[src/rtl/keypad_signed_entry.sv]
// keypad_signed_entry
//   Scans a 4x4 active-low matrix keypad and debounces key presses. It builds a
//   signed decimal entry of up to DIGITS digits. On the enter key it range-checks
//   the entry against a WIDTH-bit two's-complement range. An accepted entry is
//   presented on a valid/ready handshake.
//
// Ports
//   CLOCK      system clock
//   RESET      asynchronous, active-high reset
//   row[3:0]   keypad rows, active-low (pressed key pulls its row low while its column is low)
//   col[3:0]   column drive, one-hot active-low, rotating col[0]..col[3]
//   out_value  committed entry, WIDTH-bit two's complement; stable while out_valid
//   out_valid  out_value valid, held until out_ready
//   out_ready  downstream accepts out_value
//   err        one-clock pulse on a rejected commit (out of range, or enter with no digits)
//   entry_mag  live unsigned magnitude of the entry in progress
//   entry_neg  live sign of the entry in progress
//   in_range   live entry fits the WIDTH range (combinational)
//
// Key map (row r / col c):  r0: 1 2 3 A   r1: 4 5 6 B   r2: 7 8 9 C   r3: * 0 # D
//   A = sign toggle, B = backspace, * = clear, # = enter, C/D ignored.
module keypad_signed_entry #(
  parameter int DIGITS   = 3,
  parameter int WIDTH    = 8,
  parameter int SCAN_DIV = 4,
  parameter int DEBOUNCE = 2
) (
  input  logic             CLOCK,
  input  logic             RESET,
  input  logic [3:0]       row,
  output logic [3:0]       col,
  output logic [WIDTH-1:0] out_value,
  output logic             out_valid,
  input  logic             out_ready,
  output logic             err,
  output logic [13:0]      entry_mag,
  output logic             entry_neg,
  output logic             in_range
);

  localparam int DIV_W = (SCAN_DIV > 1) ? $clog2(SCAN_DIV) : 1;
  localparam int DB_W  = $clog2(DEBOUNCE + 1);
  localparam int CNT_W = $clog2(DIGITS + 1);

  localparam logic [DIV_W-1:0] DIV_LAST  = DIV_W'(SCAN_DIV - 1);
  localparam logic [DB_W-1:0]  DB_FIRE   = DB_W'(DEBOUNCE);
  localparam logic [CNT_W-1:0] CNT_MAX   = CNT_W'(DIGITS);
  localparam logic [16:0]      POS_LIMIT = 17'((1 << (WIDTH - 1)) - 1);
  localparam logic [16:0]      NEG_LIMIT = 17'(1 << (WIDTH - 1));

  // Key codes are {row, col}
  localparam logic [3:0] KEY_SIGN = 4'd3;
  localparam logic [3:0] KEY_BS   = 4'd7;
  localparam logic [3:0] KEY_CLR  = 4'd12;
  localparam logic [3:0] KEY_ZERO = 4'd13;
  localparam logic [3:0] KEY_ENT  = 4'd14;

  typedef enum logic [1:0] {
    S_EMPTY = 2'd0,
    S_ENTRY = 2'd1,
    S_HOLD  = 2'd2
  } state_t;

  state_t           state_q, state_d;
  logic [DIV_W-1:0] div_q, div_d;
  logic [1:0]       col_idx_q, col_idx_d;
  logic [1:0]       acc_cnt_q, acc_cnt_d;   // keys seen so far this frame: 0, 1, 2 = many
  logic [3:0]       acc_key_q, acc_key_d;
  logic [3:0]       db_key_q, db_key_d;
  logic [DB_W-1:0]  db_cnt_q, db_cnt_d;
  logic             db_lock_q, db_lock_d;   // event fired; wait for an all-released frame
  logic [13:0]      mag_q, mag_d;
  logic             neg_q, neg_d;
  logic [CNT_W-1:0] cnt_q, cnt_d;
  logic [WIDTH-1:0] val_q, val_d;
  logic             err_q, err_d;

  logic             sample;
  logic             frame_done;
  logic [3:0]       row_hit;
  logic [2:0]       hit_cnt;
  logic [1:0]       hit_row;
  logic [2:0]       frame_sum;
  logic [1:0]       frame_cnt;
  logic [3:0]       frame_key;
  logic [DB_W-1:0]  run_len;
  logic             key_event;
  logic             live_event;
  logic [1:0]       key_r;
  logic [1:0]       key_c;
  logic             key_is_digit;
  logic [3:0]       key_digit;
  logic [16:0]      mag_ext;
  logic             fits;

  // ---------------- scan ----------------
  assign sample     = (div_q == DIV_LAST);
  assign frame_done = sample && (col_idx_q == 2'd3);
  assign row_hit    = ~row;

  // Count pressed rows in the driven column and remember the lowest one
  always_comb begin
    hit_cnt = 3'd0;
    hit_row = 2'd0;
    for (int i = 3; i >= 0; i--) begin
      if (row_hit[i]) begin
        hit_cnt = hit_cnt + 3'd1;
        hit_row = 2'(i);
      end
    end
  end

  // Frame result including the column being sampled right now
  assign frame_sum = {1'b0, acc_cnt_q} + hit_cnt;
  assign frame_cnt = (frame_sum >= 3'd2) ? 2'd2 : frame_sum[1:0];
  assign frame_key = (hit_cnt != 3'd0) ? {hit_row, col_idx_q} : acc_key_q;

  // Scan counters, frame accumulation and debounce
  always_comb begin
    div_d     = div_q;
    col_idx_d = col_idx_q;
    acc_cnt_d = acc_cnt_q;
    acc_key_d = acc_key_q;
    db_key_d  = db_key_q;
    db_cnt_d  = db_cnt_q;
    db_lock_d = db_lock_q;
    run_len   = '0;
    key_event = 1'b0;

    if (sample) begin
      div_d     = '0;
      col_idx_d = col_idx_q + 2'd1;
      if (frame_done) begin
        acc_cnt_d = 2'd0;
        acc_key_d = 4'd0;
      end else begin
        acc_cnt_d = frame_cnt;
        acc_key_d = frame_key;
      end
    end else begin
      div_d = div_q + DIV_W'(1);
    end

    if (frame_done) begin
      case (frame_cnt)
        2'd0: begin
          db_cnt_d  = '0;
          db_lock_d = 1'b0;
        end
        2'd1: begin
          if (!db_lock_q) begin
            run_len  = (db_cnt_q != '0 && frame_key == db_key_q) ? db_cnt_q + DB_W'(1) : DB_W'(1);
            db_key_d = frame_key;
            if (run_len == DB_FIRE) begin
              key_event = 1'b1;
              db_lock_d = 1'b1;
              db_cnt_d  = '0;
            end else begin
              db_cnt_d = run_len;
            end
          end
        end
        default: db_cnt_d = '0;   // several keys at once: start over
      endcase
    end
  end

  // ---------------- key decode / range ----------------
  assign key_r = frame_key[3:2];
  assign key_c = frame_key[1:0];

  always_comb begin
    key_is_digit = 1'b0;
    key_digit    = 4'd0;
    if (frame_key == KEY_ZERO) begin
      key_is_digit = 1'b1;
    end else if (key_r != 2'd3 && key_c != 2'd3) begin
      key_is_digit = 1'b1;
      key_digit    = {2'b00, key_r} * 4'd3 + {2'b00, key_c} + 4'd1;
    end
  end

  // Events arriving in HOLD (including the handshake clock) are dropped
  assign live_event = key_event && (state_q != S_HOLD);

  assign mag_ext = {3'b000, mag_q};
  assign fits    = neg_q ? (mag_ext <= NEG_LIMIT) : (mag_ext <= POS_LIMIT);

  // ---------------- FSM: state register ----------------
  always_ff @(posedge CLOCK or posedge RESET) begin
    if (RESET) state_q <= S_EMPTY;
    else       state_q <= state_d;
  end

  // ---------------- FSM: next state ----------------
  always_comb begin
    state_d = state_q;
    case (state_q)
      S_EMPTY: if (live_event && key_is_digit) state_d = S_ENTRY;
      S_ENTRY: begin
        if (live_event) begin
          if (frame_key == KEY_CLR)                          state_d = S_EMPTY;
          else if (frame_key == KEY_BS && cnt_q == CNT_W'(1)) state_d = S_EMPTY;
          else if (frame_key == KEY_ENT)                     state_d = fits ? S_HOLD : S_EMPTY;
        end
      end
      S_HOLD:  if (out_ready) state_d = S_EMPTY;
      default: state_d = S_EMPTY;
    endcase
  end

  // ---------------- FSM: outputs / entry datapath ----------------
  always_comb begin
    mag_d = mag_q;
    neg_d = neg_q;
    cnt_d = cnt_q;
    val_d = val_q;
    err_d = 1'b0;
    if (live_event) begin
      if (key_is_digit) begin
        if (cnt_q != CNT_MAX) begin
          mag_d = 14'(({4'b0000, mag_q} * 18'd10) + {14'd0, key_digit});
          cnt_d = cnt_q + CNT_W'(1);
        end
      end else begin
        case (frame_key)
          KEY_SIGN: neg_d = ~neg_q;
          KEY_BS: begin
            if (cnt_q != '0) begin
              mag_d = mag_q / 14'd10;
              cnt_d = cnt_q - CNT_W'(1);
            end
          end
          KEY_CLR: begin
            mag_d = '0;
            neg_d = 1'b0;
            cnt_d = '0;
          end
          KEY_ENT: begin
            if (state_q == S_EMPTY) begin
              err_d = 1'b1;
            end else begin
              if (fits) val_d = neg_q ? WIDTH'(17'd0 - mag_ext) : WIDTH'(mag_ext);
              else      err_d = 1'b1;
              mag_d = '0;
              neg_d = 1'b0;
              cnt_d = '0;
            end
          end
          default: ;
        endcase
      end
    end
  end

  always_ff @(posedge CLOCK or posedge RESET) begin
    if (RESET) begin
      div_q     <= '0;
      col_idx_q <= 2'd0;
      acc_cnt_q <= 2'd0;
      acc_key_q <= 4'd0;
      db_key_q  <= 4'd0;
      db_cnt_q  <= '0;
      db_lock_q <= 1'b0;
      mag_q     <= '0;
      neg_q     <= 1'b0;
      cnt_q     <= '0;
      val_q     <= '0;
      err_q     <= 1'b0;
    end else begin
      div_q     <= div_d;
      col_idx_q <= col_idx_d;
      acc_cnt_q <= acc_cnt_d;
      acc_key_q <= acc_key_d;
      db_key_q  <= db_key_d;
      db_cnt_q  <= db_cnt_d;
      db_lock_q <= db_lock_d;
      mag_q     <= mag_d;
      neg_q     <= neg_d;
      cnt_q     <= cnt_d;
      val_q     <= val_d;
      err_q     <= err_d;
    end
  end

  assign col       = ~(4'b0001 << col_idx_q);
  assign out_value = val_q;
  assign out_valid = (state_q == S_HOLD);
  assign err       = err_q;
  assign entry_mag = mag_q;
  assign entry_neg = neg_q;
  assign in_range  = fits;

endmodule

[config.mk]
export PLATFORM = sky130hd
export DESIGN_NAME = keypad_signed_entry
export DESIGN_NICKNAME = d
export VERILOG_FILES = /design/src/rtl/keypad_signed_entry.sv
export SDC_FILE = /design/constraint.sdc
export NUM_CORES = 1
export LEC_CHECK = 0
export ABC_AREA = 0
export BUFFER_PORTS_ARGS = -buffer_cell sky130_fd_sc_hd__buf_4
export CORE_UTILIZATION = 60
export DETAILED_ROUTE_END_ITERATION = 6
export PLACE_DENSITY = 0.86
export SYNTH_ARGS = -nofsm -noshare
export SYNTH_HDL_FRONTEND = slang
export SYNTH_SLANG_ARGS = --single-unit
[constraint.sdc]
create_clock -name CLOCK -period 4.7 [get_ports CLOCK]
set_input_delay 0.705 -clock CLOCK [delete_from_list [all_inputs] [get_ports CLOCK]]
set_output_delay 0.705 -clock CLOCK [all_outputs]
set_load 0.05 [all_outputs]
# Word-level counts from Yosys, hierarchy flattened

Index checks and enable logic that the tools add are counted.
Widths: inputs -> output; s select.

Register bits: 45
Bits in latches: 0
Bits in writable memories: 0
ROM bits: 0
Bits of input ports: 7
Logic and storage cells: 140
Memories: 0

$add $sub $neg: 13
$mul: 2
Divide/modulo/power cells: 1
Magnitude comparators: 3
Equal/unequal tests: 26
Shift-type cells: 1
Mux-type cells: 54
Bitwise gates (word level): 6
Reduce and logical (&&, ||, !) cells: 21

Operators with widths:

| cell                  | count |
|---|---|
| $mux 14               | 4 |
| $mux 2                | 22 |
| $pmux 14 s3           | 1 |
| $mux 4                | 4 |
| $ne 2x2->1 const B    | 8 |
| $mux 1                | 15 |
| $add 14x4->14         | 1 |
| $div 14x4->14 const B | 1 |
| $le 14x7->1 const B   | 1 |
| $le 14x8->1 const B   | 1 |
| $mul 14x3->13 const B | 1 |
| $eq 4x4->1 const B    | 3 |
| $pmux 2 s3            | 2 |
| $reduce_and 5->1      | 2 |
| $add 3x1->3 const B   | 3 |
| $mux 3                | 3 |
| $add 2x1->2 const B   | 4 |
| $eq 2x2->1 const B    | 4 |
| $mux 8                | 1 |
| $not 4->4             | 2 |
| $reduce_and 4->1      | 2 |
| $sub 1x8->8 const A   | 1 |
| $eq 2x1->1 const B    | 3 |
| $logic_and 1x1->1     | 6 |
| other kinds (23)      | 32 |

# Logic depth before layout (Yosys ltp)

Gate-level depths: netlist of run 1.

Depth after elaboration: 22
Gate-level depth with buffers: 24

# Least setup slack after synthesis of run 1

OpenSTA, ideal clock, no wires.

Path kind: input to register
Start: in row[2]
End: reg mag_q[7], in the netlist entry_mag[7]
Library setup time: 0.135 ns
Arrival: 5.356 ns
Data required time: 4.565 ns
Slack: -0.791 ns
Stages: 21
Path through: inv_1 ha_1 xnor2_1 ha_1 nor2b_1 a31o_2 nand3b_1 a21oi_1 inv_1 fa_1 inv_1 fa_1 xor2_1 or3_1 fa_1 inv_1 a21oi_1 nor3_1 xnor2_1 a22oi_1 o21ai_0

Word-level cells in the longest chain between the ends: 18
Elaborated cells on any way between the ends: 47

Ends and longest elaborated chain:

| item                                                   | RTL line | RTL |
|---|---|---|
| start: declaration                                     | 30       | `input logic [3:0] row,` |
| $not 4->4 (*)                                          | 99       | `assign row_hit = ~row;` |
| $mux 3 (*)                                             | 106      | `if (row_hit[i]) begin` |
| $add 3x1->3                                            | 107      | `hit_cnt = hit_cnt + 3'd1;` |
| $mux 3 (*)                                             | 106      |  |
| $add 3x1->3                                            | 107      |  |
| $mux 3 (*)                                             | 106      |  |
| $reduce_bool 3->1 (*)                                  | 116      | `assign frame_key = (hit_cnt != 3'd0) ? {hit_row, col_idx_q} : acc_key_q;` |
| $mux 4 (*)                                             | 116      |  |
| via frame_key[1]                                       | 85       | `logic [3:0] frame_key;` |
| branches (longest 10 deep; another with $add 14x4->14) | --       |  |
| end signal: assignment                                 | 278      | `mag_q <= mag_d;` |
| end: declaration                                       | 72       | `logic [13:0] mag_q, mag_d;` |

Mark *: on every way through the listed nets, which the timed path passes. The select of a mux whose other input is x is not followed.
A chain may end at the register's enable or synchronous reset.

# Worst setup path after layout of run 1

Start: in row[3]
End: reg mag_q[10], in the netlist entry_mag[10]

Word-level cells in the longest chain between the ends: 20
Elaborated cells on any way between the ends: 50

Ends and longest elaborated chain:

| item                                                   | RTL line |
|---|---|
| $not 4->4 (*)                                          | 99 |
| $mux 1                                                 | 106 |
| $add 3x1->3                                            | 107 |
| $mux 3                                                 | 106 |
| $add 3x1->3                                            | 107 |
| $mux 3                                                 | 106 |
| $add 3x1->3                                            | 107 |
| $mux 3                                                 | 106 |
| $reduce_bool 3->1                                      | 116 |
| $mux 4 (*)                                             | 116 |
| via frame_key[3]                                       | 85 |
| branches (longest 10 deep; another with $add 14x4->14) | -- |

Marks and branches as above.

==> impl_metrics.tcl, run 1 <==
set metrics [dict create \
    detailed_place.area_um2 6200 \
    rsz0062_at_grt "yes" \
    post_synth_top_area_share_pct 20.4 \
    critical_path_class "primary input to flop" \
    postSynthAreaPerCell_um2 7.99 \
    max-clock-path-buffers 2 \
    p_per_area_nw_per_um2 151 \
    critPathCaptureType "flop" \
    fin_tns_setup_ns -2.25 \
    min_period_ns 5.00 \
    seqCellArea_um2 1130 \
    syn2layout_area_growth_pct 19.9 \
    grt_max_degree 46 \
    synth_area_leader_cell "dfrtp_1" \
    slowest_stage "fa_1" \
    design.die.area_um2 9590 \
    failed_checks "setup timing" \
    holdCritPathClass "flop to flop" \
    io_buffers 36 \
    placedCellCount 841 \
    worstPathRequired_ns 4.90 \
    detailedPlacementHpwl_um 11500 \
    finalHoldWorstSlack_ns 0.446 \
    holdPathStages 1 \
    synth_enable_flop_cells 0 \
    first_global_vias 5590 \
    rr_startpoint "entry_mag[11]" \
    drive_gt1_share_pct 24.1 \
    irDropWorstVdd_v 0.000186 \
    report.final.slew_viol_count 0 \
    clock_tree_from_tritoncts "built" \
    placement.setup.worst_slack_ns -0.582 \
    antenna_violating_nets_remaining 0 \
    worst_r2r_endpoint "entry_mag[0]" \
    status "complete, but fails checks" \
    syn-cell-area_um2 5520 \
    power_uw 999 \
    synthDistinctLibCells 96 \
    clock_tree.htree_level_count 2 \
    placeableCoreArea_um2 8810 \
    first_pass_grt_wire_length_um 27000 \
    cell_at_the_root_of_the_clock_tree "clkbuf_8" \
    drt-vias-per-instance 6.81 \
    post_layout_nonfiller_instances 863 \
    multi_input_area_um2 4210 \
    synth_common_cells "nand2_1 (69), inv_1 (51), dfrtp_1 (45)" \
    number_of_optimization_iterations_in_the_first_detailed_route_pass 5 \
    number_of_i_o_pins 37 \
    final_report_setup_violation_count 12 \
    antenna_cells 0 \
    synthesis.instances 691 \
    grt.overflow.total 0 \
    min_from "div_q[0]" \
    critPathArrivalTime_ns 5.21 \
    total_wirelength_of_the_detailed_routed_design_um 17700 \
    postSynthNetCount 747 \
    die_w_um 97.9 \
    clock_latency_ns 0.31 \
    detail_route.drc_violations 0 \
    ys_top_cells_by_area "dfrtp_1 (20%), ha_1 (10%), xnor2_1 (5.2%), nand2_1 (4.7%), a21oi_1 (3.6%)" \
    slew-limit-headroom_pct 35.0 \
    worst_clock_skew_ns 0.00363 \
    power.static_leakage_nw 2.98 \
    wire_per_inst_um 20.5 \
    cts-buffers-inserted 5 \
    timing.fmax_mhz 200 \
    clock_sinks 45 \
    final.period_utilization_pct 106 \
    timing.hold.worst_endpoint "div_q[0]" \
    worst_path_dominant_cell_family "adder cells" \
    fillCellCount 575 \
    chipHeight_um 97.9 \
    buf_inv_on_cp 7 \
    crit_start "row[3]" \
    yosysMostFrequentCell "nand2_1" \
    cts-hold-fix-buffers 0 \
    path_clk_slew_ns 0.09 \
    start_util_pct 62.7 \
    synth-async-reset-ratio_pct 100 \
    place_congestion 0.932 \
    max_slew.worst_pin.slew_ns 0.973 \
    ff2ff_path_depth 13 \
    routed_via_count 5877 \
    final_critical_path_setup_slack_ns -0.303 \
    detail_route.iter0.violations 586 \
    number_of_antenna_violations_at_the_first_check_in_global_routing 0 \
    timing.critical_path.slowest_cell_delay_ns 0.58 \
    crit_fanout 3 \
    layout.cell_area.non_filler_um2 6620 \
    final-hold-violation-count 0 \
    synth_top_flop_cell "dfrtp_1" \
    finalCoreUtilization_pct 75.2 \
    finalNetCount 810 \
    track_usage_pct 34.6 \
    startpoint_kind_of_the_worst_setup_timing_path "primary input" \
    postSynthRegisterBits 45 \
    max-cap-violations 0 \
    r2r_slack_ns 0.26 \
    placementRows 34 \
    sequential_to_total_area_share_from_yosys_stat_pct 20.4 \
    count_of_synthesis_stage_warnings_from_yosys 0 \
]
[report_power, final]
group | leakage (nW) | total (mW) | switching [mW] | internal (mW)
clock network | 0.0687 | 0.365 | 0.151 | 0.214
registers | 0.616 | 0.417 | 0.0133 | 0.404
logic | 2.30 | 0.216 | 0.114 | 0.103
total | 2.98 | 0.999 | 0.278 | 0.721
[flip-flops by register name, indices dropped and copies added, names as in the netlist]
| register | cells |
|---|---|
| acc_cnt_q | 2 |
| entry_mag | 14 |
| out_value | 8 |
| state_q | 2 |
| div_q | 2 |
| db_lock_q | 1 |
| acc_key_q | 4 |
| col_idx_q | 2 |
| db_cnt_q | 2 |
| entry_neg | 1 |
| err | 1 |
| db_key_q | 4 |
| cnt_q | 2 |
[cell type report]
class / count / area share [%]
Clock inverter: 3 / 1.04
Sequential cell: 45 / 17.0
Timing Repair Buffer: 100 / 12.0
Tap cell: 108 / 2.04
Inverter: 53 / 3.31
Multi-Input combinational cell: 549 / 63.6
Clock buffer: 5 / 1.04
[routing by layer]
metal	wire, um	track usage (%)	vias up
li1	-	-	2646
met1	6920	40.8	2807
met2	8760	61.2	328
met3	1070	3.79	96
met4	980	19.2	0
met5	0	0	-
[placed cells by master, fill, tap and decap left out, types with 10 or more instances in the layout]
master	Yosys	final
a21oi_1	40	37
o22ai_1	12	12
nor3_1	17	14
ha_1	44	39
nor2_1	40	38
o21ai_0	38	29
xnor2_1	33	31
nor2b_1	13	10
dfrtp_1	45	45
a21o_1	10	10
o21ai_1	6	15
nand3_1	15	14
inv_1	51	43
nand2_1	69	67
buf_4	2	94
xor2_1	12	12
[cell families after synthesis]
| group | synth area share, % |
|---|---|
| AND/OR/NAND/NOR | 23.2 |
| AO/OA/AOI/OAI | 28.0 |
| buffers and inverters | 7.91 |
| adder cells (fa/ha/maj) | 11.8 |
| XOR/XNOR | 7.43 |
| flip-flops | 20.4 |
| multiplexers | 1.25 |
[timing repair]
action	4_1_cts	5_1_grt
gates resized for setup	21	26
setup endpoints to repair	14	15
setup buffers	5	9
pin swaps	17	12
[worst max path at each step]
stage	end	slack (ns)	cells after the start
global route	entry_mag[10]	-0.41	26
global placement	entry_mag[6]	-0.38	25
finish	entry_mag[10]	-0.30	25
CTS	entry_mag[13]	-0.1	23
detailed placement	entry_mag[13]	-0.58	25
floorplan	entry_mag[6]	-0.45	23
Power figures use the tool's default switching activity.
==> run 2, diff against run 1 <==
--- a/config.mk
+++ b/config.mk
@@ -8,8 +8,11 @@
 export ABC_AREA = 0
 export BUFFER_PORTS_ARGS = -buffer_cell sky130_fd_sc_hd__buf_4
 export CORE_UTILIZATION = 60
+export CTS_CLUSTER_SIZE = 16
 export DETAILED_ROUTE_END_ITERATION = 6
 export PLACE_DENSITY = 0.86
+export SETUP_SLACK_MARGIN = 0.05
+export SKIP_LAST_GASP = 1
 export SYNTH_ARGS = -nofsm -noshare
 export SYNTH_HDL_FRONTEND = slang
 export SYNTH_SLANG_ARGS = --single-unit
==> impl_metrics.tcl, run 2 (synthesized netlist as in run 1, its figures left out) <==
set metrics [dict create \
    wire_per_inst_um 22.3 \
    grt.overflow.total 0 \
    finalNetCount 814 \
    clock_latency_ns 0.32 \
    finalCoreUtilization_pct 77.3 \
    wirelength_met1_um 7020 \
    place_congestion 0.932 \
    worst_path_dominant_cell_family "adder cells" \
    slowest_stage "fa_1" \
    final_critical_path_setup_slack_ns -0.578 \
    final_report_setup_violation_count 19 \
    timing.critical_path.slowest_cell_delay_ns 0.64 \
    grt_max_degree 46 \
    detail_route.iter0.violations 638 \
    fin_tns_setup_ns -6.52 \
    cts-hold-fix-buffers 0 \
    crit_fanout 5 \
    track_usage_pct 34.6 \
    detail_route.drc_violations 0 \
    design.die.area_um2 9590 \
    routed_via_count 6124 \
    final.period_utilization_pct 112 \
    cts-buffers-inserted 5 \
    cell_at_the_root_of_the_clock_tree "clkbuf_8" \
    max_slew.worst_pin.slew_ns 0.988 \
    critPathArrivalTime_ns 5.48 \
    number_of_antenna_violations_at_the_first_check_in_global_routing 0 \
    dr.max_layer_used "met4" \
    critical_path_class "primary input to flop" \
    total_wirelength_of_the_detailed_routed_design_um 19300 \
    placementRows 34 \
    first_pass_grt_wire_length_um 27000 \
    antenna_violating_nets_remaining 0 \
    final_common_cell "buf_4" \
    start_util_pct 62.7 \
    worstPathRequired_ns 4.90 \
    detailedPlacementHpwl_um 11500 \
    critPathCaptureType "flop" \
    die_w_um 97.9 \
    first_global_vias 5579 \
    met2RoutedLength_um 9390 \
    placeableCoreArea_um2 8810 \
    rsz0062_at_grt "yes" \
    failed_checks "setup timing" \
    path_clk_slew_ns 0.10 \
    max-cap-violations 0 \
    buf_inv_on_cp 6 \
    holdCritPathClass "flop to flop" \
    slew-limit-headroom_pct 34.0 \
    layout_common_cells "buf_4 (90), nand2_1 (62), dfrtp_1 (44)" \
    clock_tree.htree_level_count 2 \
    chipHeight_um 97.9 \
    startpoint_kind_of_the_worst_setup_timing_path "primary input" \
    p_per_area_nw_per_um2 151 \
    power.static_leakage_nw 3.05 \
    io_buffers 36 \
    status "complete, but fails checks" \
    drive_gt1_share_pct 26.1 \
    min_period_ns 5.28 \
    max-clock-path-buffers 2 \
    syn2layout_area_growth_pct 23.3 \
    drt-vias-per-instance 7.06 \
    antenna_cells 0 \
    detailroute.wirelength.met3_um 1430 \
    number_of_i_o_pins 37 \
    fillCellCount 547 \
    worst_clock_skew_ns 0.00862 \
    max_ffs_per_register 14 \
    number_of_optimization_iterations_in_the_first_detailed_route_pass 7 \
    final-hold-violation-count 0 \
    report.final.slew_viol_count 0 \
    timing.fmax_mhz 189 \
    clock_sinks 45 \
    clock_tree_from_tritoncts "built" \
    path_common_cell "inv_2" \
    irDropWorstVdd_v 0.000252 \
]
## run 2: changes by cell type in the layout (fill, tap and decap cells not counted), moves of 3 or more
cell,previous run,this run
nand2_1,67,62
buf_4,94,90
nand2_2,2,5
buf_6,3,9
xnor2_1,31,28
## run 2: through the flow
stage | hold slack [ns] | worst slack [ns] | instances | power [mW] | instance area [um2]
finish | 0.451 | -0.578 | 867 | 1.03 | 6810
global placement | 0.414 | -0.385 | 841 | 0.583 | 6200
global route | 0.453 | -0.598 | 867 | 1.05 | 6810
CTS | 0.449 | -0.0968 | 854 | 0.970 | 6460
floorplan | 0.403 | -0.446 | 691 | 0.534 | 5670
detailed placement | 0.435 | -0.582 | 841 | 0.595 | 6200
## run 2: worst paths after layout
path / start / endpoint / slack [ns] / cells past startpoint
max in group asynchronous: RESET / entry_mag[11] / 3.41 / 2
worst min register to register: div_q[0] / div_q[0] / 0.45 / 1
worst max register to register: entry_mag[9] / entry_mag[0] / 0.27 / 13
min in group asynchronous: RESET / acc_cnt_q[0] / 0.62 / 2
worst min-delay path: div_q[0] / div_q[0] / 0.45 / 1
worst max-delay path: row[3] / entry_mag[7] / -0.58 / 25
## run 2: final cells by class
cell class	count	area, um2	area share [%]
multi-input combinational	549	4300	63.2
timing repair buffer	104	882	13.0
sequential	45	1130	16.6
clock buffer	5	68.8	1.01
tap	108	135	1.99
clock inverter	3	68.8	1.01
inverter	53	219	3.22
## run 2: report_power, final
part	internal [mW]	total [mW]	switching (mW)
clock network	0.214	0.373	0.159
registers	0.404	0.418	0.0144
logic	0.108	0.234	0.126
total	0.726	1.03	0.299
## run 2: per-layer routing
| metal | up-vias | global-route usage (%) |
|---|---|---|
| met1 | 2928 | 40.9 |
| met2 | 401 | 61.1 |
| met4 | 0 | 19.2 |
| li1 | 2661 | - |
| met5 | - | 0 |
| met3 | 134 | 3.79 |
## run 2: worst register-to-register path: stages (launching register included)
cell and delay [ns]:
dfrtp_1 0.67, buf_4 0.41, xnor2_1 0.20, a211oi_2 0.53
nor2_1 0.16, a2111oi_4 0.47, or2_1 0.32, mux2i_1 0.24
a221oi_1 0.12, o41ai_2 0.42, o32ai_2 0.20, a311oi_1 0.31
nand4_1 0.18, nand2_1 0.13
## run 2: what timing repair did
action / in CTS / in global routing
gates cloned: 0 / 4
setup endpoints to repair: 14 / 16
pin swaps: 16 / 20
resized for setup: 21 / 49
hold endpoints to repair: 0 / 0
buffers inserted: 5 / 9
==> run 3, diff against run 2 <==
--- a/config.mk
+++ b/config.mk
@@ -5,12 +5,12 @@
 export SDC_FILE = /design/constraint.sdc
 export NUM_CORES = 1
 export LEC_CHECK = 0
-export ABC_AREA = 0
+export ABC_AREA = 1
 export BUFFER_PORTS_ARGS = -buffer_cell sky130_fd_sc_hd__buf_4
 export CORE_UTILIZATION = 60
 export CTS_CLUSTER_SIZE = 16
 export DETAILED_ROUTE_END_ITERATION = 6
-export PLACE_DENSITY = 0.86
+export PLACE_DENSITY = 0.87
 export SETUP_SLACK_MARGIN = 0.05
 export SKIP_LAST_GASP = 1
 export SYNTH_ARGS = -nofsm -noshare
==> impl_metrics.tcl, run 3 <==
set metrics [dict create \
    status "complete, but fails checks" \
    failed_checks "setup timing" \
    fillCellCount 466 \
    layout.cell_area.non_filler_um2 5380 \
    number_of_i_o_pins 37 \
    grt_max_degree 46 \
    postSynthRegisterBits 45 \
    synth-async-reset-ratio_pct 100 \
    first_pass_grt_wire_length_um 18500 \
    ys_top_cells_by_area "dfrtp_1 (26%), ha_1 (13%), nand2_1 (11%), inv_1 (9.8%), nand3_1 (4.8%)" \
    synth_common_cells "nand2_1 (123), inv_1 (113), dfrtp_1 (45)" \
    slowest_stage "fa_1" \
    first_global_vias 4288 \
    number_of_optimization_iterations_in_the_first_detailed_route_pass 5 \
    layout_common_cells "nand2_1 (113), inv_1 (103), buf_4 (63)" \
    yosysMostFrequentCell "nand2_1" \
    drive_gt1_share_pct 25.3 \
    irDropWorstVdd_v 0.000198 \
    r2r_slack_ns 0.19 \
    synthDistinctLibCells 46 \
    syn-cell-area_um2 4350 \
    detailedPlacementHpwl_um 8090 \
    track_usage_pct 31.1 \
    total_wirelength_of_the_detailed_routed_design_um 12300 \
    worst_path_dominant_cell_family "adder cells" \
    design.die.area_um2 7590 \
    critPathArrivalTime_ns 5.03 \
    worst_clock_skew_ns 0.00624 \
    path_common_cell "inv_2" \
    sequential_to_total_area_share_from_yosys_stat_pct 25.9 \
    start_util_pct 63.0 \
    critical_path_class "primary input to flop" \
    clock_sinks 45 \
    place_congestion 0.900 \
    cts-hold-fix-buffers 0 \
    path_clk_slew_ns 0.09 \
    syn2layout_area_growth_pct 23.6 \
    synthesis.instances 609 \
    slew-limit-headroom_pct 35.5 \
    detailed_place.area_um2 5010 \
    max_ffs_per_register 14 \
    die_w_um 87.1 \
    post_synth_top_area_share_pct 25.9 \
    rsz0062_at_grt "yes" \
    timing.fmax_mhz 207 \
    placeableCoreArea_um2 6910 \
    synth_area_leader_cell "dfrtp_1" \
    clock_latency_ns 0.30 \
    startpoint_kind_of_the_worst_setup_timing_path "primary input" \
    final.period_utilization_pct 103 \
    antenna_cells 0 \
    max_slew.worst_pin.slew_ns 0.966 \
    postSynthAreaPerCell_um2 7.14 \
    postSynthNetCount 665 \
    crit_fanout 6 \
    antenna_violating_nets_remaining 0 \
    power.static_leakage_nw 2.82 \
    fin_tns_setup_ns -0.326 \
    io_buffers 36 \
    report.final.slew_viol_count 0 \
    cts-buffers-inserted 5 \
    wire_per_inst_um 15.9 \
    count_of_synthesis_stage_warnings_from_yosys 0 \
    holdCritPathClass "flop to flop" \
    chipHeight_um 87.1 \
    final_report_setup_violation_count 3 \
    worstPathRequired_ns 4.89 \
    detail_route.iter0.violations 325 \
    routed_via_count 4440 \
    p_per_area_nw_per_um2 259 \
    drt-vias-per-instance 5.73 \
    detail_route.drc_violations 0 \
    grt.overflow.total 0 \
    clock_tree.htree_level_count 2 \
    cell_at_the_root_of_the_clock_tree "clkbuf_8" \
    power_mw 1.39 \
    timing.critical_path.slowest_cell_delay_ns 0.57 \
    min_period_ns 4.83 \
    clock_tree_from_tritoncts "built" \
    max-cap-violations 0 \
    buf_inv_on_cp 10 \
    synth_top_flop_cell "dfrtp_1" \
    placement.setup.worst_slack_ns -0.611 \
    number_of_antenna_violations_at_the_first_check_in_global_routing 0 \
    final-hold-violation-count 0 \
    placementRows 30 \
    final_critical_path_setup_slack_ns -0.134 \
    finalNetCount 734 \
    max-clock-path-buffers 2 \
    critPathCaptureType "flop" \
    synth_enable_flop_cells 0 \
    final_common_cell "nand2_1" \
]
-- run 3: cell types whose count changed after synthesis, sizes merged, moves of 13 or more --
cell and delta:
xnor2 -27, clkbuf -17, a21oi -15, nand2 +82, nor2b -13, nand3 +31
buf -22, inv +69
-- run 3: kinds of logic after synthesis --
| logic type | count (synthesis) | share of synthesized area, % |
|---|---|---|
| xor+xnor | 27 | 5.44 |
| fa+ha+maj | 49 | 15.0 |
| simple gates | 255 | 27.0 |
| flops | 45 | 25.9 |
| mux | 2 | 0.460 |
| buf+inv | 126 | 10.9 |
| compound gates | 105 | 15.3 |
-- run 3: final cells by class --
class / instances / area, um2 / share of cell area, %
clock inverter: 1 / 30.0 / 0.558
tap: 96 / 120 / 2.23
sequential: 45 / 1130 / 21.0
multi-input combinational: 438 / 3010 / 56.0
inverter: 121 / 469 / 8.72
timing repair buffer: 67 / 536 / 9.96
clock buffer: 7 / 86.3 / 1.61
-- run 3: power breakdown --
group	switching (mW)	total [mW]	internal, mW
Combinational	0.360	0.659	0.299
Clock	0.141	0.314	0.174
Sequential	0.0131	0.421	0.408
-- run 3: per-stage QoR --
step | util, % | hold slack (ns) | std cells
after global routing | 77.9 | 0.463 | 775
after detailed placement | 72.5 | 0.427 | 759
after CTS | 75.7 | 0.437 | 771
after floorplan | - | 0.403 | 609
final | 77.9 | 0.450 | 775
after global placement | 72.5 | 0.415 | 759
-- run 3: path summary, 6_finish.rpt --
check / endpoint / cells after the start / start
max: entry_mag[9] / 30 / row[3]
min: div_q[0] / 1 / div_q[0]
max reg2reg: entry_mag[0] / 40 / entry_mag[11]
min reg2reg: div_q[0] / 1 / div_q[0]
max in group asynchronous: entry_mag[13] / 2 / RESET
min in group asynchronous: div_q[0] / 2 / RESET
-- run 3: layer usage --
metal,share of wire [%],global-route usage (%),vias up
li1,-,-,2115
met1,41,36.3,2101
met2,50,56.3,179
met3,5.9,5.12,45
met4,3.4,13.4,0
met5,0,0,-
-- run 3: timing repair --
action | 4_1_cts | 5_1_grt
resized for setup | 18 | 26
cloned | 0 | 0
hold endpoints to repair | 0 | 0
pin swaps | 11 | 18
setup endpoints to repair | 8 | 9
setup buffers | 4 | 5
